[src/rtl/div_msb_seq_ctrl_if.sv]
// Issue/writeback bundle for the msb-driven sequential divider.
// Master drives requests and abort; slave returns results.
interface div_msb_seq_ctrl_if;
  logic        start;
  logic        start_ready;
  logic        abort;
  logic [31:0] dividend;
  logic [31:0] divisor;
  logic        done;
  logic [31:0] quotient;
  logic [31:0] remainder;
  logic        busy;

  modport master (
    output start, abort, dividend, divisor,
    input  start_ready, done, quotient,
    input  remainder, busy
  );

  modport slave (
    input  start, abort, dividend, divisor,
    output start_ready, done, quotient,
    output remainder, busy
  );
endinterface

[src/rtl/div_msb_seq_ctrl.sv]
// Early-terminating radix-2 unsigned divider sequencer.
// One leading-one unit is time-shared between dividend and divisor.
module div_msb_seq_ctrl #(
  parameter logic [31:0] ZERO_DIV_QUOTIENT = 32'hFFFF_FFFF,
  parameter bit          EARLY_OUT         = 1'b1
) (
  input logic               clk,
  input logic               rst,
  div_msb_seq_ctrl_if.slave bus
);

  typedef enum logic [2:0] {
    S_IDLE,
    S_MSB_A,
    S_MSB_B,
    S_DIVIDE,
    S_DONE
  } state_t;

  state_t      r_state;
  state_t      w_next;
  logic [31:0] r_a;
  logic [31:0] r_b;
  logic [31:0] r_d;
  logic [31:0] r_r;
  logic [31:0] r_q;
  logic [31:0] r_quot;
  logic [31:0] r_rem;
  logic [4:0]  r_msb_a;
  logic [4:0]  r_count;
  logic [4:0]  w_msb;
  logic [4:0]  w_shift;
  logic [31:0] w_msb_in;
  logic [31:0] w_r_nxt;
  logic [31:0] w_q_nxt;
  logic        w_ready;
  logic        w_accept;
  logic        w_b_zero;
  logic        w_early;
  logic        w_ge;

  assign w_ready = (r_state == S_IDLE ||
                    r_state == S_DONE) &&
                   !bus.abort;
  assign w_accept = bus.start && w_ready;

  // the single msb unit: dividend in MSB_A, divisor in MSB_B
  assign w_msb_in = (r_state == S_MSB_B) ? r_b : r_a;

  always_comb begin
    w_msb = '0;
    for (int i = 0; i < 32; i++) begin
      if (w_msb_in[i]) w_msb = 5'(i);
    end
  end

  assign w_b_zero = (r_b == '0);
  assign w_early  = EARLY_OUT && (r_msb_a < w_msb);
  assign w_shift  = (r_msb_a >= w_msb) ?
                    (r_msb_a - w_msb) : '0;

  assign w_ge    = ({1'b0, r_r} >= {1'b0, r_d});
  assign w_r_nxt = w_ge ? (r_r - r_d) : r_r;
  assign w_q_nxt = (r_q << 1) | 32'(w_ge);

  always_comb begin
    w_next = r_state;
    unique case (r_state)
      S_IDLE:   if (w_accept) w_next = S_MSB_A;
      S_MSB_A:  w_next = S_MSB_B;
      S_MSB_B:  w_next = (w_b_zero || w_early) ?
                         S_DONE : S_DIVIDE;
      S_DIVIDE: if (r_count == '0) w_next = S_DONE;
      S_DONE:   w_next = w_accept ? S_MSB_A : S_IDLE;
      default:  w_next = S_IDLE;
    endcase
    if (bus.abort) w_next = S_IDLE;
  end

  always_ff @(posedge clk) begin
    if (rst) begin
      r_state <= S_IDLE;
      r_a     <= '0;
      r_b     <= '0;
      r_d     <= '0;
      r_r     <= '0;
      r_q     <= '0;
      r_quot  <= '0;
      r_rem   <= '0;
      r_msb_a <= '0;
      r_count <= '0;
    end else begin
      r_state <= w_next;
      if (!bus.abort) begin
        if (w_accept) begin
          r_a <= bus.dividend;
          r_b <= bus.divisor;
        end
        unique case (r_state)
          S_MSB_A: r_msb_a <= w_msb;
          S_MSB_B: begin
            if (w_b_zero) begin
              r_quot <= ZERO_DIV_QUOTIENT;
              r_rem  <= r_a;
            end else if (w_early) begin
              r_quot <= '0;
              r_rem  <= r_a;
            end else begin
              r_d     <= r_b << w_shift;
              r_r     <= r_a;
              r_q     <= '0;
              r_count <= w_shift;
            end
          end
          S_DIVIDE: begin
            r_r <= w_r_nxt;
            r_q <= w_q_nxt;
            r_d <= r_d >> 1;
            if (r_count == '0) begin
              r_quot <= w_q_nxt;
              r_rem  <= w_r_nxt;
            end else begin
              r_count <= r_count - 5'd1;
            end
          end
          S_IDLE, S_DONE: ;
          default: ;
        endcase
      end
    end
  end

  assign bus.start_ready = w_ready;
  assign bus.done        = (r_state == S_DONE);
  assign bus.busy        = (r_state == S_MSB_A) ||
                           (r_state == S_MSB_B) ||
                           (r_state == S_DIVIDE);
  assign bus.quotient    = r_quot;
  assign bus.remainder   = r_rem;

endmodule

[src/flat_wrapper.sv]
// flat-port wrapper written by rule: the top's interface ports become plain ports
module div_msb_seq_ctrl_flat 
#(
  parameter logic [31:0] ZERO_DIV_QUOTIENT = 32'hFFFF_FFFF,
  parameter bit          EARLY_OUT         = 1'b1
)
  (clk, rst, bus_start, bus_abort, bus_dividend, bus_divisor, bus_start_ready, bus_done, bus_quotient, bus_remainder, bus_busy);
  div_msb_seq_ctrl_if bus_i ();
  input logic clk;
  input logic rst;
  input wire logic [$bits(bus_i.start)-1:0] bus_start;
  input wire logic [$bits(bus_i.abort)-1:0] bus_abort;
  input wire logic [$bits(bus_i.dividend)-1:0] bus_dividend;
  input wire logic [$bits(bus_i.divisor)-1:0] bus_divisor;
  output wire logic [$bits(bus_i.start_ready)-1:0] bus_start_ready;
  output wire logic [$bits(bus_i.done)-1:0] bus_done;
  output wire logic [$bits(bus_i.quotient)-1:0] bus_quotient;
  output wire logic [$bits(bus_i.remainder)-1:0] bus_remainder;
  output wire logic [$bits(bus_i.busy)-1:0] bus_busy;
  assign bus_i.start = bus_start;
  assign bus_i.abort = bus_abort;
  assign bus_i.dividend = bus_dividend;
  assign bus_i.divisor = bus_divisor;
  assign bus_start_ready = bus_i.start_ready;
  assign bus_done = bus_i.done;
  assign bus_quotient = bus_i.quotient;
  assign bus_remainder = bus_i.remainder;
  assign bus_busy = bus_i.busy;
  div_msb_seq_ctrl #(.ZERO_DIV_QUOTIENT(ZERO_DIV_QUOTIENT), .EARLY_OUT(EARLY_OUT)) u_core (.clk(clk), .rst(rst), .bus(bus_i));
endmodule
[config.mk]
export PLATFORM = sky130hd
export DESIGN_NAME = div_msb_seq_ctrl_flat
export DESIGN_NICKNAME = d
export VERILOG_FILES = /design/src/rtl/div_msb_seq_ctrl_if.sv /design/src/rtl/div_msb_seq_ctrl.sv /design/src/flat_wrapper.sv
export SDC_FILE = /design/constraint.sdc
export NUM_CORES = 1
export LEC_CHECK = 0
export ABC_CLOCK_PERIOD_IN_PS = 4870
export CAP_MARGIN = 20
export CORE_MARGIN = 10
export CORE_UTILIZATION = 53
export DETAILED_ROUTE_END_ITERATION = 8
export GPL_ROUTABILITY_DRIVEN = 0
export PLACE_DENSITY = 0.78
export RECOVER_POWER = 25
export SYNTH_ARGS = -nofsm -noshare
export SYNTH_HDL_FRONTEND = slang
export SYNTH_SLANG_ARGS = --single-unit
[constraint.sdc]
create_clock -name clk -period 4.87 [get_ports clk]
set_clock_uncertainty 0.15 [all_clocks]
set_input_delay 0.974 -clock clk [delete_from_list [all_inputs] [get_ports clk]]
set_output_delay 0.974 -clock clk [all_outputs]
set_load 0.03 [all_outputs]
==> flow_summary_export.csv, run 1 <==
group,metric,value,unit
outcome,outcome,"finished with violations",
outcome,violations,"capacitance limit, slew limit",
yosys,netlist_area,14290,µm²
critical_path,cp-end-kind,"register",
clock_network,insertion_delay,570,ps
power_and_ir_drop,switching_power,1.472,mW
floorplanning,num_rows,60,
power_and_ir_drop,swShare,29.02,%
critical_path,startpoint,"u_core.r_b[5]",
final_layout,stdcell_count,2322,
timing,timing.final.ws_setup,107.9,ps
global_route,grt_pass1_wl,77150,µm
yosys,avgSynthCellArea,7.638,µm²
timing,hold_viol_final,0,
floorplanning,start_util,53.47,%
placement,dp_hpwl,35830,µm
power_and_ir_drop,p_comb_share,17.0,%
floorplanning,die_w,184.2,µm
yosys,synth_edf_count,0,
route,wl_per_cell,21.23,µm
yosys,synth_seq_area_share,33.06,%
critical_path,arrival,5060,ps
route,met2WireLength,21270,µm
route,first_pass_iters,7,
power_and_ir_drop,p_int,3.600,mW
timing,fin_crit,4762,ps
clock_network,clock_sinks,236,
global_route,antenna_found_initial,1,
floorplanning,dieArea,33930,µm²
route,top_layer_used,"met4",
route,first_iter_violations,1930,
clock_network,cts_root_buf,"clkbuf_16",
yosys,yosysWarnings,0,
power_and_ir_drop,power.leakage,6.724,nW
route,wl,49290,µm
yosys,ys_ff_latch,236,
power_and_ir_drop,power.density,295.6,nW/µm²
power_and_ir_drop,pwr-share-clk,43.1,%
timing,setup_viol,0,
timing,period_share,97.78,%
global_route,grt_max_degree,124,
clock_network,hold_buffers,0,
yosys,synth_top_cells_by_area,"dfxtp_1 (33%), a21oi_1 (6.3%), nand2_1 (6.3%)",
critical_path,crit_type,"register to register",
yosys,synth_top_area_share,33.06,%
clock_network,clk_pin_slew,60,ps
critical_path,reg2reg_slack,110,ps
timing,relSlewSlack,-34.70,%
critical_path,cp_data_required_time,5170,ps
power_and_ir_drop,pwr-share-seq,39.8,%
route,antenna_left,0,
final_layout,drive_above_1_share,8.884,%
yosys,async_flop_share,0,%
clock_network,cts_tree,"yes",
clock_network,cts_buffer_depth,3,
yosys,synth_ff_type,"dfxtp_1",
timing,drv_slew,40,
floorplanning,ioPinCount,135,
timing,clock.fmax,0.2100,GHz
floorplanning,core,26730,µm²
placement,dp_slack,183.1,ps
timing,worst_slew_pin_slew,2019,ps
yosys,syn_inst,1871,
route,dr_wl_met3,5684,µm
clock_network,cts_max_level,1,
global_route,grt_overflow_total,0,
critical_path,crit_path_start_kind,"register",
global_route,track_usage,27.86,%
final_layout,area_delta_synth_final,20.04,%
final_layout,diodes,0,
route,viasPerCell,6.571,
power_and_ir_drop,p_total,5.072,mW
clock_network,cts-buffers-inserted,27,
floorplanning,fp.dieH,184.2,µm
route,drc_errors,0,
critical_path,cp_max_fo,5,
min_path,hp-start,"u_core.bus.remainder[10]",
yosys,syn-num-nets,1980,
placement,placed_cells,2270,
route,dr_total_vias,15260,
flow_run,maxCapViolations,1,
yosys,synth_largest_area_cell,"dfxtp_1",
route,m1WireLength,19790,µm
global_route,first_global_vias,14030,
yosys,synth.distinct_cells,87,
placement,io_buffers,134,
min_path,holdCritPathClass,"register to register",
final_layout,final_nets,2069,
critical_path,reg2reg_from,"u_core.r_b[5]",
power_and_ir_drop,max-vdd-ir-drop,0.2673,mV
registers in the layout, indices dropped and copies added, names as in the netlist:
name / flops
u_core.r_b: 32
u_core.r_r: 32
u_core.r_msb_a: 5
u_core.r_count: 5
u_core.r_state: 3
u_core.r_a: 32
u_core.r_q: 31
u_core.r_d: 32
u_core.bus.quotient: 32
u_core.bus.remainder: 32
path summary, 6_finish.rpt:
| check | endpoint | cells past startpoint |
|---|---|---|
| max | u_core.r_d[30] | 21 |
| min | u_core.bus.remainder[10] | 2 |
| max reg2reg | u_core.r_d[30] | 21 |
| min reg2reg | u_core.bus.remainder[10] | 2 |
synthesized netlist by cell type, types with 7 or more instances:
cell,count
and2_1,7
xnor2_1,15
a211o_1,23
o21a_1,14
xor2_1,7
nand2_1,238
inv_1,93
dfxtp_1,236
nand4_1,10
buf_2,30
ha_1,39
o21ai_0,41
nor2_1,211
nand3_1,15
nor2b_1,10
nor4_1,9
a311oi_1,9
a21o_1,19
a221oi_1,51
clkbuf_1,114
a31oi_1,13
a21oi_1,179
nor3_1,81
mux2i_1,50
a22oi_1,42
o22ai_1,24
o21ai_1,15
and3_1,8
a211oi_1,75
o21bai_1,9
a2111oi_1,8
nand2b_1,13
o31ai_1,12
a2111oi_0,8
o211ai_1,16
nand3b_1,7
o41ai_1,7
or3_1,10
per-layer routing:
metal / vias up / global-route usage (%)
met4: 0 / 12.98
met3: 188 / 5.552
met1: 7102 / 36.97
met2: 955 / 42.57
met5: - / 0
li1: 7012 / -
power groups by stage:
stage | Combinational [mW] | Sequential, mW | Clock (mW)
floorplan | 0.546 | 2.03 | 0
global placement | 0.805 | 2.06 | 0
detailed placement | 0.818 | 2.06 | 0
global route | 0.927 | 2.02 | 2.29
CTS | 0.823 | 2.01 | 2.19
finish | 0.864 | 2.02 | 2.19
metrics by stage:
| stage | hold WS (ps) | TNS (ps) | area (µm²) | utilization (%) |
|---|---|---|---|---|
| floorplan | 285.7 | 0 | 14290 | - |
| global placement | 293.6 | 0 | 16100 | 60.23 |
| detailed placement | 296.8 | 0 | 16110 | 60.29 |
| CTS | 305.0 | 0 | 17070 | 63.88 |
| global route | 314.9 | -143.7 | 17150 | 64.19 |
| finish | 300.8 | 0 | 17150 | 64.19 |
kinds of logic (layout without fill, tap and decap cells):
| kind of cell | Yosys count | count (layout) | synth area share (%) |
|---|---|---|---|
| AOI/OAI and AO/OA | 627 | 627 | 30.74 |
| xor gates and xnor gates | 22 | 22 | 1.348 |
| adders and majority gates | 41 | 41 | 3.695 |
| buffers and inverters | 248 | 358 | 7.048 |
| DFF | 236 | 236 | 33.06 |
| muxes | 61 | 61 | 4.702 |
| and+or+nand+nor | 636 | 636 | 19.40 |
worst max-delay path: stages (launching register included):
cell	delay, ps
dfxtp_1	400
buf_4	170
inv_1	40
a21oi_1	110
o21bai_1	70
a21oi_1	250
o21bai_1	150
a31oi_1	190
o211ai_1	170
a21oi_1	190
ha_1	210
inv_1	60
fa_1	410
a21oi_1	240
o21ai_0	130
mux2_2	330
o221ai_4	270
nand2_2	230
nor2_1	360
nand2_1	100
o2111a_1	140
a221oi_1	280
placed cells by master, fill, tap and decap left out, types with 12 or more instances in the layout:
cell type,synthesis,layout
clkbuf_16,0,27
o31ai_1,12,12
buf_4,2,72
xnor2_1,15,15
a31oi_1,13,13
inv_1,93,93
o21ai_0,41,41
a221oi_1,51,51
ha_1,39,39
o211ai_1,16,16
nand2_1,238,235
a22oi_1,42,42
a211o_1,23,23
o22ai_1,24,24
o21ai_1,15,14
a21oi_1,179,178
nor3_1,81,80
dfxtp_1,236,236
dlygate4sd3_1,0,65
nand3_1,15,15
o21a_1,14,13
clkdlybuf4s50_1,0,68
a21o_1,19,19
nand2b_1,13,13
a211oi_1,75,72
nor2_1,211,209
mux2i_1,50,48
area by class of cell:
class	count	area, µm²
clock buffer	34	742.0
clock inverter	16	219.0
fill	2278	9572
inverter	94	352.8
multi-input combinational	1387	8667
sequential	236	4725
tap	341	426.7
timing repair buffer	214	2022
timing repair:
| item | CTS | global route |
|---|---|---|
| gates resized for setup | 0 | 14 |
| endpoints found under the setup margin | 0 | 17 |
| buffers inserted | 0 | 2 |
| endpoints found under the hold margin | 0 | 0 |
Power figures use the tool's default switching activity.
==> run 2: changes to the inputs <==
CORE_UTILIZATION = 40   (was 53)
PLACE_DENSITY = unset   (was 0.78)
==> run 2 against run 1 <==
The flow now finishes without violations. Die area grew 29%. Non-clock buffer count up 14. Core utilization down 15 points. Critical path depth did not move. Sequential power hardly changed. Global-route usage is 5.4 points lower. Setup slack better by 87 ps. Clock power fell by 3%. Critical path type unchanged. Largest cell class unchanged. Largest power group unchanged.
==> flow_summary_export.csv, run 2 (synthesis gave the netlist of run 1 again) <==
group,metric,value,unit
placement,io_buffers,134,
final_layout,drive_above_1_share,10.34,%
route,wl,52030,µm
clock_network,cts_max_level,1,
floorplanning,start_util,40.37,%
critical_path,cp-end-kind,"register",
floorplanning,fp.dieH,209.0,µm
final_layout,final_common_cell,"dfxtp_1",
global_route,grt_pass1_wl,80670,µm
power_and_ir_drop,p_total,5.049,mW
critical_path,crit_type,"register to register",
timing,timing.final.ws_setup,195.0,ps
timing,hold-worst-slack,302.7,ps
critical_path,crit_buf_inv,2,
placement,post_dp_cell_area,16340,µm²
power_and_ir_drop,power.density,287.7,nW/µm²
route,first_pass_iters,6,
clock_network,clock_sinks,236,
timing,relSlewSlack,20.47,%
timing,fin_crit,4675,ps
global_route,grt_overflow_total,0,
clock_network,cts_tree,"yes",
floorplanning,num_rows,69,
outcome,outcome,"finished clean",
final_layout,final_nets,2082,
timing,rsz0062_at_grt,"true",
final_layout,final_util,49.58,%
timing,drv_slew,0,
route,first_iter_violations,1348,
clock_network,cts_buffer_depth,3,
flow_run,maxCapViolations,0,
critical_path,crit_family,"compound AO/OA/AOI/OAI gates",
route,dr_total_vias,14890,
critical_path,crit_path_start_kind,"register",
route,viasPerCell,6.066,
timing,finalSetupTns,0,ps
timing,clock.fmax,0.2139,GHz
clock_network,insertion_delay,550,ps
placement,dp_hpwl,38170,µm
clock_network,hold_buffers,0,
global_route,first_global_vias,14130,
route,drc_errors,0,
floorplanning,die_w,209.0,µm
final_layout,stdcell_count,2454,
critical_path,cp_data_required_time,5160,ps
power_and_ir_drop,power.leakage,6.581,nW
floorplanning,dieArea,43690,µm²
clock_network,clk_pin_slew,60,ps
timing,setup_viol,0,
timing,hold_viol_final,0,
floorplanning,core,35400,µm²
critical_path,cp_max_fo,7,
final_layout,area_delta_synth_final,22.81,%
critical_path,crit_top_cell,"a21oi_1",
final_layout,stdcell_area,17550,µm²
timing,period_share,96.00,%
placement,dp_slack,-55.46,ps
global_route,track_usage,22.48,%
placement,placed_cells,2398,
global_route,antenna_found_initial,0,
timing,worst_slew_pin_slew,1177,ps
critical_path,crit_chain,"buf_4 > o21bai_1 > a21oi_1 > o21bai_1 > a21oi_1 > o21bai_1 > a31oi_1 > o211ai_1 > a21oi_1 > ha_1 > inv_1 > fa_1 > a21oi_1 > o21ai_0 > mux2_2 > o221ai_4 > nand2_2 > nor2_4 > o21ai_1 > o2111a_1 > a221oi_1",
route,wl_per_cell,21.20,µm
power_and_ir_drop,max-vdd-ir-drop,0.2487,mV
global_route,grt_max_degree,141,
critical_path,max_stage_delay,400,ps
floorplanning,ioPinCount,135,
clock_network,cts_root_buf,"clkbuf_16",
clock_network,cts-buffers-inserted,26,
final_layout,final_cell_mix,"dfxtp_1 (236), nand2_1 (234), nor2_1 (208), a21oi_1 (174), clkdlybuf4s50_1 (133)",
min_path,holdCritPathClass,"register to register",
critical_path,arrival,4970,ps
route,antenna_left,0,
critical_path,crit_slowest_cell,"fa_1",
==> run 2: cell type report <==
| class | instances | area (µm²) |
|---|---|---|
| clock buffer | 37 | 752.0 |
| fill | 3449 | 17850 |
| timing repair buffer | 228 | 2192 |
| inverter | 94 | 352.8 |
| sequential | 236 | 4725 |
| antenna | 1 | 2.502 |
| multi-input combinational | 1387 | 8781 |
| tap | 461 | 576.8 |
| clock inverter | 10 | 167.7 |
==> run 2: worst paths after layout <==
| check | from | endpoint | slack, ps | cells past startpoint |
|---|---|---|---|---|
| setup / recovery | u_core.r_b[4] | u_core.r_d[30] | 190 | 21 |
| hold / removal | u_core.bus.remainder[6] | u_core.bus.remainder[6] | 300 | 2 |
| setup reg to reg | u_core.r_b[4] | u_core.r_d[30] | 190 | 21 |
| hold reg to reg | u_core.bus.remainder[6] | u_core.bus.remainder[6] | 300 | 2 |
==> run 2: report_power, final <==
part	total, mW	internal [mW]	switching, mW
clock	2.13	1.29	0.846
sequential	2.02	1.96	0.0568
combinational	0.901	0.355	0.546
total	5.05	3.60	1.45
==> run 2: routing by layer <==
| layer | GRT usage, % | vias to the layer above | part of all wire, % |
|---|---|---|---|
| met5 | 0 | - | 0 |
| met4 | 8.708 | 0 | 4.1 |
| met3 | 5.130 | 127 | 9.1 |
| met2 | 34.72 | 645 | 44 |
| met1 | 29.75 | 7072 | 43 |
| li1 | - | 7043 | - |
==> run 2: what timing repair did <==
item,CTS,global route
gates cloned,0,1
endpoints found under the setup margin,15,109
pin swaps,0,9
endpoints found under the hold margin,0,0
gates resized for setup,2,46
setup buffers,0,7
==> run 2: worst min-delay path, cell delays in order (launching register included) <==
cell     delay (ps)
dfxtp_1         310
nand2_1          50
a21oi_1          50
